**src/rtl/oup_ulpi_pkg.sv**
```systemverilog
// Shared types and constants for the ULPI register access engine.
// Extended (8-bit) addressing is enabled by OUP_ULPI_REGACCESS_EXT_EN.
package oup_ulpi_pkg;

  localparam logic [1:0] REGW          = 2'b10;
  localparam logic [1:0] REGR          = 2'b11;
  localparam logic [5:0] EXT_ADDR_CODE = 6'h2F;

  typedef enum logic [3:0] {
    ST_IDLE,
    ST_TXCMD,
    ST_EXTADDR,
    ST_WDATA,
    ST_STP,
    ST_RD_TURN,
    ST_RD_DATA,
    ST_RD_END,
    ST_ABORT_WAIT,
    ST_DONE
  } ulpi_regfsm_t;

  typedef struct packed {
    logic       write;
    logic [7:0] addr;
    logic [7:0] wdata;
  } ulpi_req_t;

  function automatic logic is_ext(input logic [7:0] a);
    return a > 8'h3F;
  endfunction

  function automatic logic [7:0] txcmd_byte(input ulpi_req_t r);
    logic [5:0] a;
    a = is_ext(r.addr) ? EXT_ADDR_CODE : r.addr[5:0];
    return {(r.write ? REGW : REGR), a};
  endfunction

endpackage

```
**src/rtl/oup_ulpi_regaccess.sv**
```systemverilog
// ULPI register read/write engine: TX CMD sequencing, PHY-abort retry, timeout.
// Define OUP_ULPI_REGACCESS_EXT_EN to enable extended (0x2F) register addressing.
module oup_ulpi_regaccess
  import oup_ulpi_pkg::*;
#(
  parameter int TIMEOUT_CYC = 64,
  parameter int MAX_RETRY   = 3,
  parameter int CNT_W       = $clog2(TIMEOUT_CYC + 1)
) (
  input  logic       clk_i,
  input  logic       rst_i,
  input  logic       req_valid_i,
  output logic       req_ready_o,
  input  logic       req_write_i,
  input  logic [7:0] req_addr_i,
  input  logic [7:0] req_wdata_i,
  output logic       rsp_valid_o,
  output logic [7:0] rsp_rdata_o,
  output logic       rsp_err_o,
  input  logic       bus_grant_i,
  output logic       bus_busy_o,
  input  logic       ulpi_dir_i,
  input  logic       ulpi_nxt_i,
  input  logic [7:0] ulpi_data_i,
  output logic [7:0] ulpi_data_o,
  output logic       ulpi_stp_o
);

  localparam int               RTY_W    = $clog2(MAX_RETRY + 2);
  localparam logic [CNT_W-1:0] TMO_LAST = CNT_W'(TIMEOUT_CYC - 1);
  localparam logic [RTY_W-1:0] RTY_MAX  = RTY_W'(MAX_RETRY);

  ulpi_regfsm_t     state_q, state_d;
  ulpi_req_t        req_q, req_d;
  logic [CNT_W-1:0] tmo_q, tmo_d;
  logic [RTY_W-1:0] retry_q, retry_d;
  logic             err_q, err_d;
  logic [7:0]       rd_q, rd_d;
  logic             rsp_valid_q, rsp_valid_d;
  logic             rsp_err_q, rsp_err_d;
  logic [7:0]       rsp_rdata_q, rsp_rdata_d;
  logic             busy_q, busy_d;
  logic [7:0]       data_q, data_d;
  logic             stp_q, stp_d;
  logic             accept, abort, timed_out;

  assign req_ready_o = !rst_i && (state_q == ST_IDLE) && !ulpi_dir_i && bus_grant_i;

  always_comb begin
    accept    = req_valid_i && req_ready_o;
    abort     = 1'b0;
    timed_out = 1'b0;
    state_d   = state_q;
    req_d     = req_q;
    retry_d   = retry_q;
    err_d     = err_q;
    rd_d      = rd_q;

    case (state_q)
      ST_IDLE: begin
        if (accept) begin
          req_d.write = req_write_i;
          req_d.addr  = req_addr_i;
          req_d.wdata = req_wdata_i;
          retry_d     = '0;
          err_d       = 1'b0;
          state_d     = ST_TXCMD;
`ifndef OUP_ULPI_REGACCESS_EXT_EN
          // Without extended addressing, high addresses fail without touching the bus.
          if (is_ext(req_addr_i)) begin
            state_d = ST_DONE;
            err_d   = 1'b1;
          end
`endif
        end
      end
      ST_TXCMD: begin
        if (ulpi_dir_i) abort = 1'b1;
        else if (ulpi_nxt_i) begin
`ifdef OUP_ULPI_REGACCESS_EXT_EN
          if (is_ext(req_q.addr)) state_d = ST_EXTADDR;
          else
`endif
          state_d = req_q.write ? ST_WDATA : ST_RD_TURN;
        end
      end
`ifdef OUP_ULPI_REGACCESS_EXT_EN
      ST_EXTADDR: begin
        if (ulpi_dir_i) abort = 1'b1;
        else if (ulpi_nxt_i) state_d = req_q.write ? ST_WDATA : ST_RD_TURN;
      end
`endif
      ST_WDATA: begin
        if (ulpi_dir_i) abort = 1'b1;
        else if (ulpi_nxt_i) state_d = ST_STP;
      end
      ST_STP:     state_d = ST_DONE;
      ST_RD_TURN: if (ulpi_dir_i) state_d = ST_RD_DATA;
      ST_RD_DATA: begin
        if (ulpi_dir_i) begin
          rd_d    = ulpi_data_i;
          state_d = ST_RD_END;
        end
      end
      ST_RD_END:     if (!ulpi_dir_i) state_d = ST_DONE;
      ST_ABORT_WAIT: if (!ulpi_dir_i && bus_grant_i) state_d = ST_TXCMD;
      ST_DONE:       state_d = ST_IDLE;
      default:       state_d = ST_IDLE;
    endcase

    // A dir rise wins over a same-cycle nxt; the PHY has taken the bus.
    if (abort) begin
      retry_d = retry_q + 1'b1;
      if (retry_q >= RTY_MAX) begin
        state_d = ST_DONE;
        err_d   = 1'b1;
      end else begin
        state_d = ST_ABORT_WAIT;
      end
    end

    if (state_q != ST_IDLE && state_d == state_q && tmo_q == TMO_LAST) begin
      timed_out = 1'b1;
      err_d     = 1'b1;
      state_d   = (!ulpi_dir_i && state_q != ST_ABORT_WAIT) ? ST_STP : ST_DONE;
    end

    tmo_d = (state_q == ST_IDLE || state_d != state_q || timed_out) ? '0 : tmo_q + 1'b1;

    busy_d      = !(state_d inside {ST_IDLE, ST_ABORT_WAIT});
    stp_d       = (state_d == ST_STP);
    rsp_valid_d = (state_d == ST_DONE);
    case (state_d)
      ST_TXCMD:   data_d = txcmd_byte(req_d);
      ST_EXTADDR: data_d = req_d.addr;
      ST_WDATA:   data_d = req_d.wdata;
      default:    data_d = 8'h00;
    endcase
    rsp_err_d   = rsp_valid_d ? err_d : rsp_err_q;
    rsp_rdata_d = (rsp_valid_d && !err_d && !req_d.write) ? rd_d : rsp_rdata_q;
  end

  always_ff @(posedge clk_i) begin
    req_q <= req_d;
    rd_q  <= rd_d;
    if (rst_i) begin
      state_q     <= ST_IDLE;
      tmo_q       <= '0;
      retry_q     <= '0;
      err_q       <= 1'b0;
      rsp_valid_q <= 1'b0;
      rsp_err_q   <= 1'b0;
      rsp_rdata_q <= 8'h00;
      busy_q      <= 1'b0;
      data_q      <= 8'h00;
      stp_q       <= 1'b0;
    end else begin
      state_q     <= state_d;
      tmo_q       <= tmo_d;
      retry_q     <= retry_d;
      err_q       <= err_d;
      rsp_valid_q <= rsp_valid_d;
      rsp_err_q   <= rsp_err_d;
      rsp_rdata_q <= rsp_rdata_d;
      busy_q      <= busy_d;
      data_q      <= data_d;
      stp_q       <= stp_d;
    end
  end

  assign rsp_valid_o = rsp_valid_q;
  assign rsp_err_o   = rsp_err_q;
  assign rsp_rdata_o = rsp_rdata_q;
  assign bus_busy_o  = busy_q;
  assign ulpi_data_o = data_q;
  assign ulpi_stp_o  = stp_q;

endmodule

```
**config.mk**
```make
export PLATFORM = sky130hd
export DESIGN_NAME = oup_ulpi_regaccess
export DESIGN_NICKNAME = d
export VERILOG_FILES = /design/src/rtl/oup_ulpi_pkg.sv /design/src/rtl/oup_ulpi_regaccess.sv
export SDC_FILE = /design/constraint.sdc
export NUM_CORES = 1
export LEC_CHECK = 0
export ABC_CLOCK_PERIOD_IN_PS = 6200
export BUFFER_PORTS_ARGS = -buffer_cell sky130_fd_sc_hd__buf_2
export CORE_MARGIN = 2
export CORE_UTILIZATION = 40
export DETAILED_ROUTE_END_ITERATION = 8
export GPL_TIMING_DRIVEN = 0
export SYNTH_ARGS = -nofsm -noshare
export SYNTH_HDL_FRONTEND = slang
export SYNTH_SLANG_ARGS = --single-unit
export TNS_END_PERCENT = 100
```
**constraint.sdc**
```tcl
create_clock -name clk_i -period 6.2 [get_ports clk_i]
set_input_delay 0.93 -clock clk_i [delete_from_list [all_inputs] [get_ports clk_i]]
set_output_delay 0.93 -clock clk_i [all_outputs]
set_load 0.03 [all_outputs]
```
# == Word-level counts from Yosys, hierarchy flattened ==
# Cells that the tools add are included.
# Widths: inputs -> output; s select.
# word_totals
register_bits,60
in_bits,31
output_inout_bits,21
wordCells,97
# op_classes
magnitude_cmp,3
muxes,35
eq_ne,17
n_reduce_logical,26
addsub,2
# op_table
operator,count
$mux 4,13
$mux 17,2
$pmux 4 s8,1
$pmux 8 s3,1
$eq 4x3->1 const B,5
$gt 8x6->1 const B,2
$mux 8,2
$eq 4x2->1 const B,3
$eq 4x4->1 const B,3
$mux 3,4
$mux 1,11
$logic_and 1x1->1,10
$eq 4x1->1 const B,2
$logic_not 4->1,2
$add 7x1->7 const B,1
$eq 7x6->1 const B,1
$mux 6,1
$reduce_bool 2->1,3
$logic_not 1->1,5
$eq 4x4->1,1
$ne 4x4->1,1
$ne 4x4->1 const B,1
$reduce_bool 4->1,1
$reduce_or 2->1,2
4 further kinds,5

# == Depth between registers and ports, before layout ==
# Gate-level depths: netlist of run 1.
# logic_depth
depth_word,16
depth_mapped,10
ltp_nobuf,9

# == Worst setup path after synthesis of run 1 ==
# Ideal clock, no wire load.
# synth_timing
kind,input to register
start,input ulpi_dir_i
end,"register rsp_rdata_q[0], in the netlist rsp_rdata_o[0]"
setup_slack_ps,3237
t_required_ps,6085
arrival_ps,2848
stages,9
setup_ps,115
n_path_buf,2
cell_sequence,clkbuf_1 nor4b_2 o21ai_1 o21a_1 or2_4 a311o_1 buf_2 and4_1 a31o_1
# synth_via
elab_chain_cells,14
word_cells_on_any_way,36
classes_between,2 x eq/ne; 22 x mux; 12 x reduce/logical
# synth_rtl
element,line_no,source
"start, declared",oup_ulpi_regaccess.sv:22,"input logic ulpi_dir_i,"
$logic_not 1->1,"oup_ulpi_regaccess.sv:47, oup_ulpi_regaccess.sv:106, oup_ulpi_regaccess.sv:125",
$logic_and 1x1->1 (2 in a row),oup_ulpi_regaccess.sv:47,assign req_ready_o = !rst_i && (state_q == ST_IDLE) && !ulpi_dir_i && bus_grant_i;
$logic_and 1x1->1,oup_ulpi_regaccess.sv:50,accept = req_valid_i && req_ready_o;
$mux 4,oup_ulpi_regaccess.sv:61,if (accept) begin
$pmux 4 s8,oup_ulpi_regaccess.sv:59,case (state_q)
$mux 4,oup_ulpi_regaccess.sv:112,if (abort) begin
$eq 4x4->1,oup_ulpi_regaccess.sv:122,if (state_q != ST_IDLE && state_d == state_q && tmo_q == TMO_LAST) begin
$logic_and 1x1->1 (2 in a row),oup_ulpi_regaccess.sv:122,
$mux 4 or $mux 1 (tied branches),oup_ulpi_regaccess.sv:122,
$eq 4x4->1 or $logic_not 1->1 (tied branches),"oup_ulpi_regaccess.sv:132, oup_ulpi_regaccess.sv:140",
$logic_and 1x1->1 (2 in a row),oup_ulpi_regaccess.sv:140,rsp_rdata_d = (rsp_valid_d && !err_d && !req_d.write) ? rd_d : rsp_rdata_q;
"end signal, assigned",oup_ulpi_regaccess.sv:164,rsp_rdata_q <= rsp_rdata_d;
"end, declared",oup_ulpi_regaccess.sv:41,"logic [7:0] rsp_rdata_q, rsp_rdata_d;"
# Parallel ways exist; a longest one is shown, timed or not.
# A chain may end at the register's enable or synchronous reset.

# == Worst setup path in the final report of run 1 ==
# layout_timing
start,input rst_i
end,output req_ready_o
# layout_via
elab_chain_cells,4
# layout_rtl
element,line_no,source
"start, declared",oup_ulpi_regaccess.sv:11,"input logic rst_i,"
$logic_not 1->1,oup_ulpi_regaccess.sv:47,
$logic_and 1x1->1 (3 in a row),oup_ulpi_regaccess.sv:47,
"end, declared",oup_ulpi_regaccess.sv:13,"output logic req_ready_o,"
# Every way passes these cells.

==> results of run 1 <==
-- final timing paths --
kind,start,to,slack [ps],depth (start not counted)
setup / recovery,rst_i,req_ready_o,2990,6
hold / removal,tmo_q[0],tmo_q[0],450,1
setup reg to reg,state_q[3],rsp_rdata_o[3],3130,8
hold reg to reg,tmo_q[0],tmo_q[0],450,1
-- flip-flops by register name, indices dropped and copies added, names as in the netlist --
name         count
req_q           17
err_q            1
retry_q          3
rsp_err_o        1
ulpi_data_o      8
bus_busy_o       1
rsp_rdata_o      8
state_q          4
ulpi_stp_o       1
rd_q             8
rsp_valid_o      1
tmo_q            7
-- layout make-up --
cell class | instances | area share, %
Buffer | 14 | 1.82
Clock buffer | 10 | 3.86
Clock inverter | 6 | 2.69
Inverter | 10 | 1.14
Multi-Input combinational cell | 198 | 43.6
Sequential cell | 60 | 36.3
Tap cell | 80 | 3.03
Timing Repair Buffer | 50 | 7.57
-- logic make-up (layout without fill, tap and decap cells) --
group,count (synthesis),in the layout,synth area share (%)
AOI/OAI and AO/OA,50,50,14.7
xor gates and xnor gates,4,4,1.28
adders and majority gates,3,3,1.37
buffers and inverters,24,90,3.56
DFF,60,60,43.8
muxes,30,30,12.1
and+or+nand+nor,111,111,23.1
-- worst reg2reg max path, cell delays in order (launching register included) --
cell and delay [ps]:
dfxtp_1 370, clkbuf_1 260, nor2_1 430, a21oi_1 120
o211ai_1 460, nor2_1 220, a311oi_2 590, nand2_2 240
a31o_1 270
-- Yosys cell counts (3+ instances only) --
cell type  count  area, sq um
clkbuf_1       6         22.5
nor2_1        31          116
nand2b_1       3         18.8
a211oi_1       3         22.5
and3_1         4         25.0
nor3_1         4         20.0
dfxtp_1       60         1200
nor2b_1        5         31.3
nand3_1       15         75.1
inv_1         10         37.5
mux2i_1        5         50.1
a21oi_1        9         45.0
a32oi_1        6         52.6
buf_2          6         30.0
mux2_2        25          282
o211ai_1       4         30.0
or3_1          8         50.1
o21ai_0        3         15.0
ha_1           3         37.5
nand2_1       10         37.5
nand4_1        7         43.8
and3b_1        3         26.3
a31o_1         8         70.1
and4_1         7         61.3
-- power by group --
group          leakage [nW]  internal, W  total [W]  switching (W)
combinational         0.789    0.0000646   0.000146      0.0000816
clock                 0.102     0.000226   0.000376       0.000150
sequential            0.490     0.000425   0.000436      0.0000107
total                  1.38     0.000716   0.000958       0.000243
-- metal layers --
| layer | vias to the layer above | part of all wire [%] |
|---|---|---|
| met5 | - | 0 |
| met4 | 0 | 1.9 |
| met3 | 12 | 5.6 |
| met2 | 66 | 46 |
| met1 | 1098 | 47 |
| li1 | 1162 | - |
-- through the flow --
step	util, %	hold slack, ps
detailed placement	46.0	445
CTS	49.2	460
floorplan	-	418
global placement	46.0	432
finish	49.2	452
global route	49.2	474
==> impl_results.md, run 1 <==
- Status: finished, final reports clean
- Initial antenna violation count: 0
- CP startpoint kind: input pin
- Setup Buffers After CTS: 0
- Setup CP Type: in -> out
- Layout Cells excl Fill: roughly 430
- Mean post-synth cell area: just under 10 sq um
- Pre-CTS WS: 2870 ps
- Nets: approximately 380
- Sequential area share after synthesis: a little over two fifths
- Tightest Pin Transition: ~570 ps
- Commonest cells after routing, fill and taps aside: dfxtp_1, buf_2, nor2_1, mux2_2, nand3_1
- Number of library cell types mapped by synthesis: 52
- Final hold vios: 0
- Number of flops mapped to enable cells by yosys: 0
- VDD IR max: ~0.13 mV
- GRT Total Usage: 16.7%
- Num CTS Buffers: 9
- Clk_skew: between 10 and 15 ps
- Die Y: 86.8 um
- Clock Path Buffers: 2
- Synth warnings: 0
- Die footprint: around 7500 sq um
- Rel. slew slack: roughly 62%
- Commonest non-fill, non-tap cell in the layout: dfxtp_1
- Initial DRT Pass Iterations: 4
- Area of the multi-input gates: 1440 sq um
- Worst-path clk slew: 60 ps
- Routability Congestion: roughly 0.9
- GRT busiest layer: met2
- Leakage: ~1.4 nW
- P per Cell Area: a little under 300 nW/um^2
- Antenna cells: 0
- Met3 Use GR: 4.48%
- MaxCap Viol Count: 0
- Pin count of the biggest net entering global routing: 12
- Effective utilization at floorplan: around two fifths
- Placed cell count: between 400 and 500
- Total power: roughly 0.00096 W
- Yosys reg bits: 60
- Rows: 30
- CTS tree: done
- Fraction of registers with async set/reset: 0%
- Fillcell total: 680
- Largest delay share family, worst path: buffers and inverters
- Crit path largest cell delay: 440 ps
- Final number of max-transition violations: 0
- Detailed Place HPWL: 4.54 mm
- Worst-Skew Late Latency: around 340 ps
- Most used DFF post-synth: dfxtp_1
- Synthesis-to-layout area growth: 20.7%
- CTS root buf: clkbuf_8
- Area after DPL: 3090 sq um
- Port Buffers: 50
- Global-route wire length before repair: between 9 and 10 mm
- Drt first-iter violations: around 130
- Post-Syn Area: about 2700 sq um
- Required @ worst endpoint: approximately 5300 ps
- Tmin final: roughly 3200 ps
- Fmax: 311 MHz
- Die X: 86.8 um
- WL per Instance: 14.4 um
- Max FO, Critical Path: 10
- Crit path cell chain: buf_2, inv_1, clkbuf_1, clkbuf_1, and3_1, buf_2
- Period utilization: about half
- Hold Crit Class: reg -> reg
- Routed wire length: roughly 6.2 mm
- CP Capture Type: output port
- DRC Markers: 0
- CTS Hold Bufs: 0
- Mapped Cells: ~280
- Resized cells post-CTS: 0
- Worst setup margin: roughly 3000 ps
- Vias in the first global route: approximately 2100
- Area occupied by registers: roughly 1200 sq um
- Via/cell ratio: 5.46
- M2 GR Usage: 25.6%
- Buffers & Inverters on Critical Path: 5
- Via count: approximately 2300
- Setup Viol. Count Final: 0
- H-tree Lvls: 3
- Met1 usage: 22.2%
- ANT nets after route: 0
- Design Area, Final: between 3000 and 4000 sq um
- Layout cells sized above 1: between 30 and 40%
- Core area: 6720 sq um
- Net Count, Synth: around 320
- TNS Setup: 0 ps
- Slowest cell on crit path: clkbuf_1
- Ports: 52
- Num Clock Sinks: 60
- RSZ-0062 raised after global routing: false
- Critical Path AT: 2280 ps
- GRT overflow: 0
No activity file was read; power rests on OpenSTA's default activity.
==> run 2, diff against run 1 <==
ABC_CLOCK_PERIOD_IN_PS = 3000   (was 6200)
clock period = 3 ns   (was 6.2 ns; I/O delays follow)
==> impl_results.md, run 2 (synthesis gave the netlist of run 1 again) <==
- Hold Crit Class: in -> reg
- Buffers & Inverters on Critical Path: 1 (-4)
- CTS Hold Bufs: 0 (unchanged)
- Synthesis-to-layout area growth: 21.8%
- Setup CP Type: reg -> reg
- Critical Path Source: state_q[3]
- Detailed Place HPWL: 4.54 mm (unchanged)
- CTS root buf: clkbuf_8
- Comb power frac: 15.8% (+0.5 points)
- GRT overflow: 0 (unchanged)
- Hold_sp: req_addr_i[5]
- Die X: 86.8 um (unchanged)
- Rows: 30 (unchanged)
- Clk_skew: 10.6 ps (-0.851 ps)
- Clock share of power: 39.1% (-0.2 points)
- WL per Instance: 14.5 um (+0.78%)
- Initial DRT Pass Iterations: 5 (+1)
- Status: finished, final reports clean
- Fmax: between 300 and 400 MHz
- Cell mode on critical path: nor2_2
- Sw Ratio: 25.6% (+0.24 points)
- CP startpoint kind: flop
- H-tree Lvls: 3 (unchanged)
- Pin count of the biggest net entering global routing: 12 (unchanged)
- Tightest Pin Transition: 578 ps (+12.0 ps)
- Crit path cell chain: clkbuf_1, nor2_2, a21oi_1, o211ai_1, nor2_2, a311oi_4, nand2_2, a31o_1
- Ports: 52 (unchanged)
- Fillcell total: 680 (unchanged)
- Num CTS Buffers: 9 (unchanged)
- Drt first-iter violations: 134 (+7.2%)
- Area of the multi-input gates: 1460 sq um (+1.1%)
- Die Y: 86.8 um (unchanged)
- Initial antenna violation count: 0 (unchanged)
- Commonest non-fill, non-tap cell in the layout: dfxtp_1
- CTS tree: done
- Fin util: 49.7% (+0.47 points)
- VDD IR max: 0.271 mV (+110%)
- Routability Congestion: 0.910 (unchanged)
- Vias in the first global route: 2129 (unchanged)
- R2R Path Start: state_q[3]
- RSZ-0062 raised after global routing: false
- Slowest cell on crit path: a311oi_4
- Worst-Skew Late Latency: 340 ps (about the same)
- Commonest cells after routing, fill and taps aside: dfxtp_1, buf_2, nor2_1, mux2_2, nand3_1
- Effective utilization at floorplan: 40.8% (unchanged)
- Clock Path Buffers: 2 (unchanged)
- Crit path largest cell delay: 500 ps (+60 ps)
- Port Buffers: 50 (unchanged)
- Via/cell ratio: 5.42 (-0.81%)
- Total power: 0.00200 W (+110%)
- Area occupied by registers: 1200 sq um (unchanged)
- Routed wire length: 6.23 mm (+1.3%)
- Core area: 6720 sq um (unchanged)
- Worst-path clk slew: 70 ps (about the same)
- CP Capture Type: flop
- Largest Register: req_q
- Tmin final: between 2000 and 3000 ps
- Final number of max-transition violations: 0 (unchanged)
- GRT Total Usage: 16.8% (+0.040 points)
- Max reg flops: 17 (unchanged)
- Nets: 379 (+0.53%)
- P per Cell Area: 598 nW/um^2 (+110%)
- Seq pwr share: 45.1% (-0.4 points)
- Global-route wire length before repair: 9.85 mm (+0.28%)
- Period utilization: 92.7%
- ANT nets after route: 0 (unchanged)
- Via count: 2330 (-0.34%)
- Largest delay share family, worst path: compound AO/OA/AOI/OAI gates
- Required @ worst endpoint: 3220 ps (-2050 ps)
- Net Sw Power: 0.000510 W (+110%)
- Critical Path AT: 3000 ps (+720 ps)
- Rel. slew slack: 61.3% (-0.80 points)
- Setup Viol. Count Final: 0 (unchanged)
- MaxCap Viol Count: 0 (unchanged)
- Die footprint: 7530 sq um (unchanged)
- TNS Setup: 0 ps (unchanged)
- DRC Markers: 0 (unchanged)
- Antenna cells: 0 (unchanged)
- Layout cells sized above 1: 31.7% (+0.97 points)
- Num Clock Sinks: 60 (unchanged)
- Pint: 0.00149 W (+110%)
- Leakage: 1.39 nW (+0.82%)
- Final hold vios: 0 (unchanged)
- Max FO, Critical Path: 10 (unchanged)
-- run 2: cell types whose count changed in the layout (fill, tap and decap cells not counted) --
cell / previous run / this run
a311oi_4: 0 / 1
nor2_2: 0 / 2
nor2_1: 31 / 29
buf_4: 0 / 2
a311oi_2: 1 / 0
-- run 2: repair_timing --
action	CTS	global route
setup buffers	0	2
pin swaps	0	1
endpoints found under the setup margin	7	11
gates resized for setup	1	2
-- run 2: path summary, 6_finish.rpt --
check	slack (ps)	endpoint	cells after the start
setup / recovery	220	rsp_rdata_o[3]	8
hold reg to reg	450	tmo_q[0]	1
hold / removal	350	req_q[13]	2
setup reg to reg	220	rsp_rdata_o[3]	8
-- run 2: area by class of cell --
cell class / count / area share [%]
multi-input combinational: 198 / 43.7
sequential: 60 / 36.0
timing repair buffer: 52 / 7.95
clock buffer: 10 / 3.82
tap: 80 / 3.00
clock inverter: 6 / 2.66
buffer: 14 / 1.80
inverter: 10 / 1.12
-- run 2: power by group through the flow --
stage	Combinational (W)	Sequential [W]	Clock, W
2_1_floorplan	0.000217	0.000918	0
3_3_place_gp	0.000298	0.000915	0
3_5_place_dp	0.000300	0.000919	0
4_1_cts	0.000309	0.000901	0.000799
5_1_grt	0.000346	0.000910	0.000833
6_report	0.000316	0.000901	0.000781
-- run 2: per-stage QoR --
step | hold WS (ps) | std cells | worst slack [ps] | instance area, sq um
after CTS | 333 | 428 | 83.9 | 3320
after detailed placement | 445 | 412 | -11.5 | 3090
final | 352 | 430 | 218 | 3340
after floorplan | 418 | 282 | 517 | 2740
after global routing | 339 | 430 | 15.5 | 3340
after global placement | 432 | 412 | -116 | 3090
-- run 2: worst register-to-register path, delay by kind of cell (launching register included) --
family | cells | cell delay (ps)
simple gates | 3 | 710
compound gates | 4 | 1330
flops | 1 | 380
buf+inv | 1 | 260
-- run 2: per-layer routing --
layer  share of wire, %  GRT usage, %  vias up
met3                4.6          4.48       11
met5                  0             0        -
met1                 48          22.3     1094
met4                2.1          7.24        0
li1                   -             -     1168
met2                 46          25.5       57
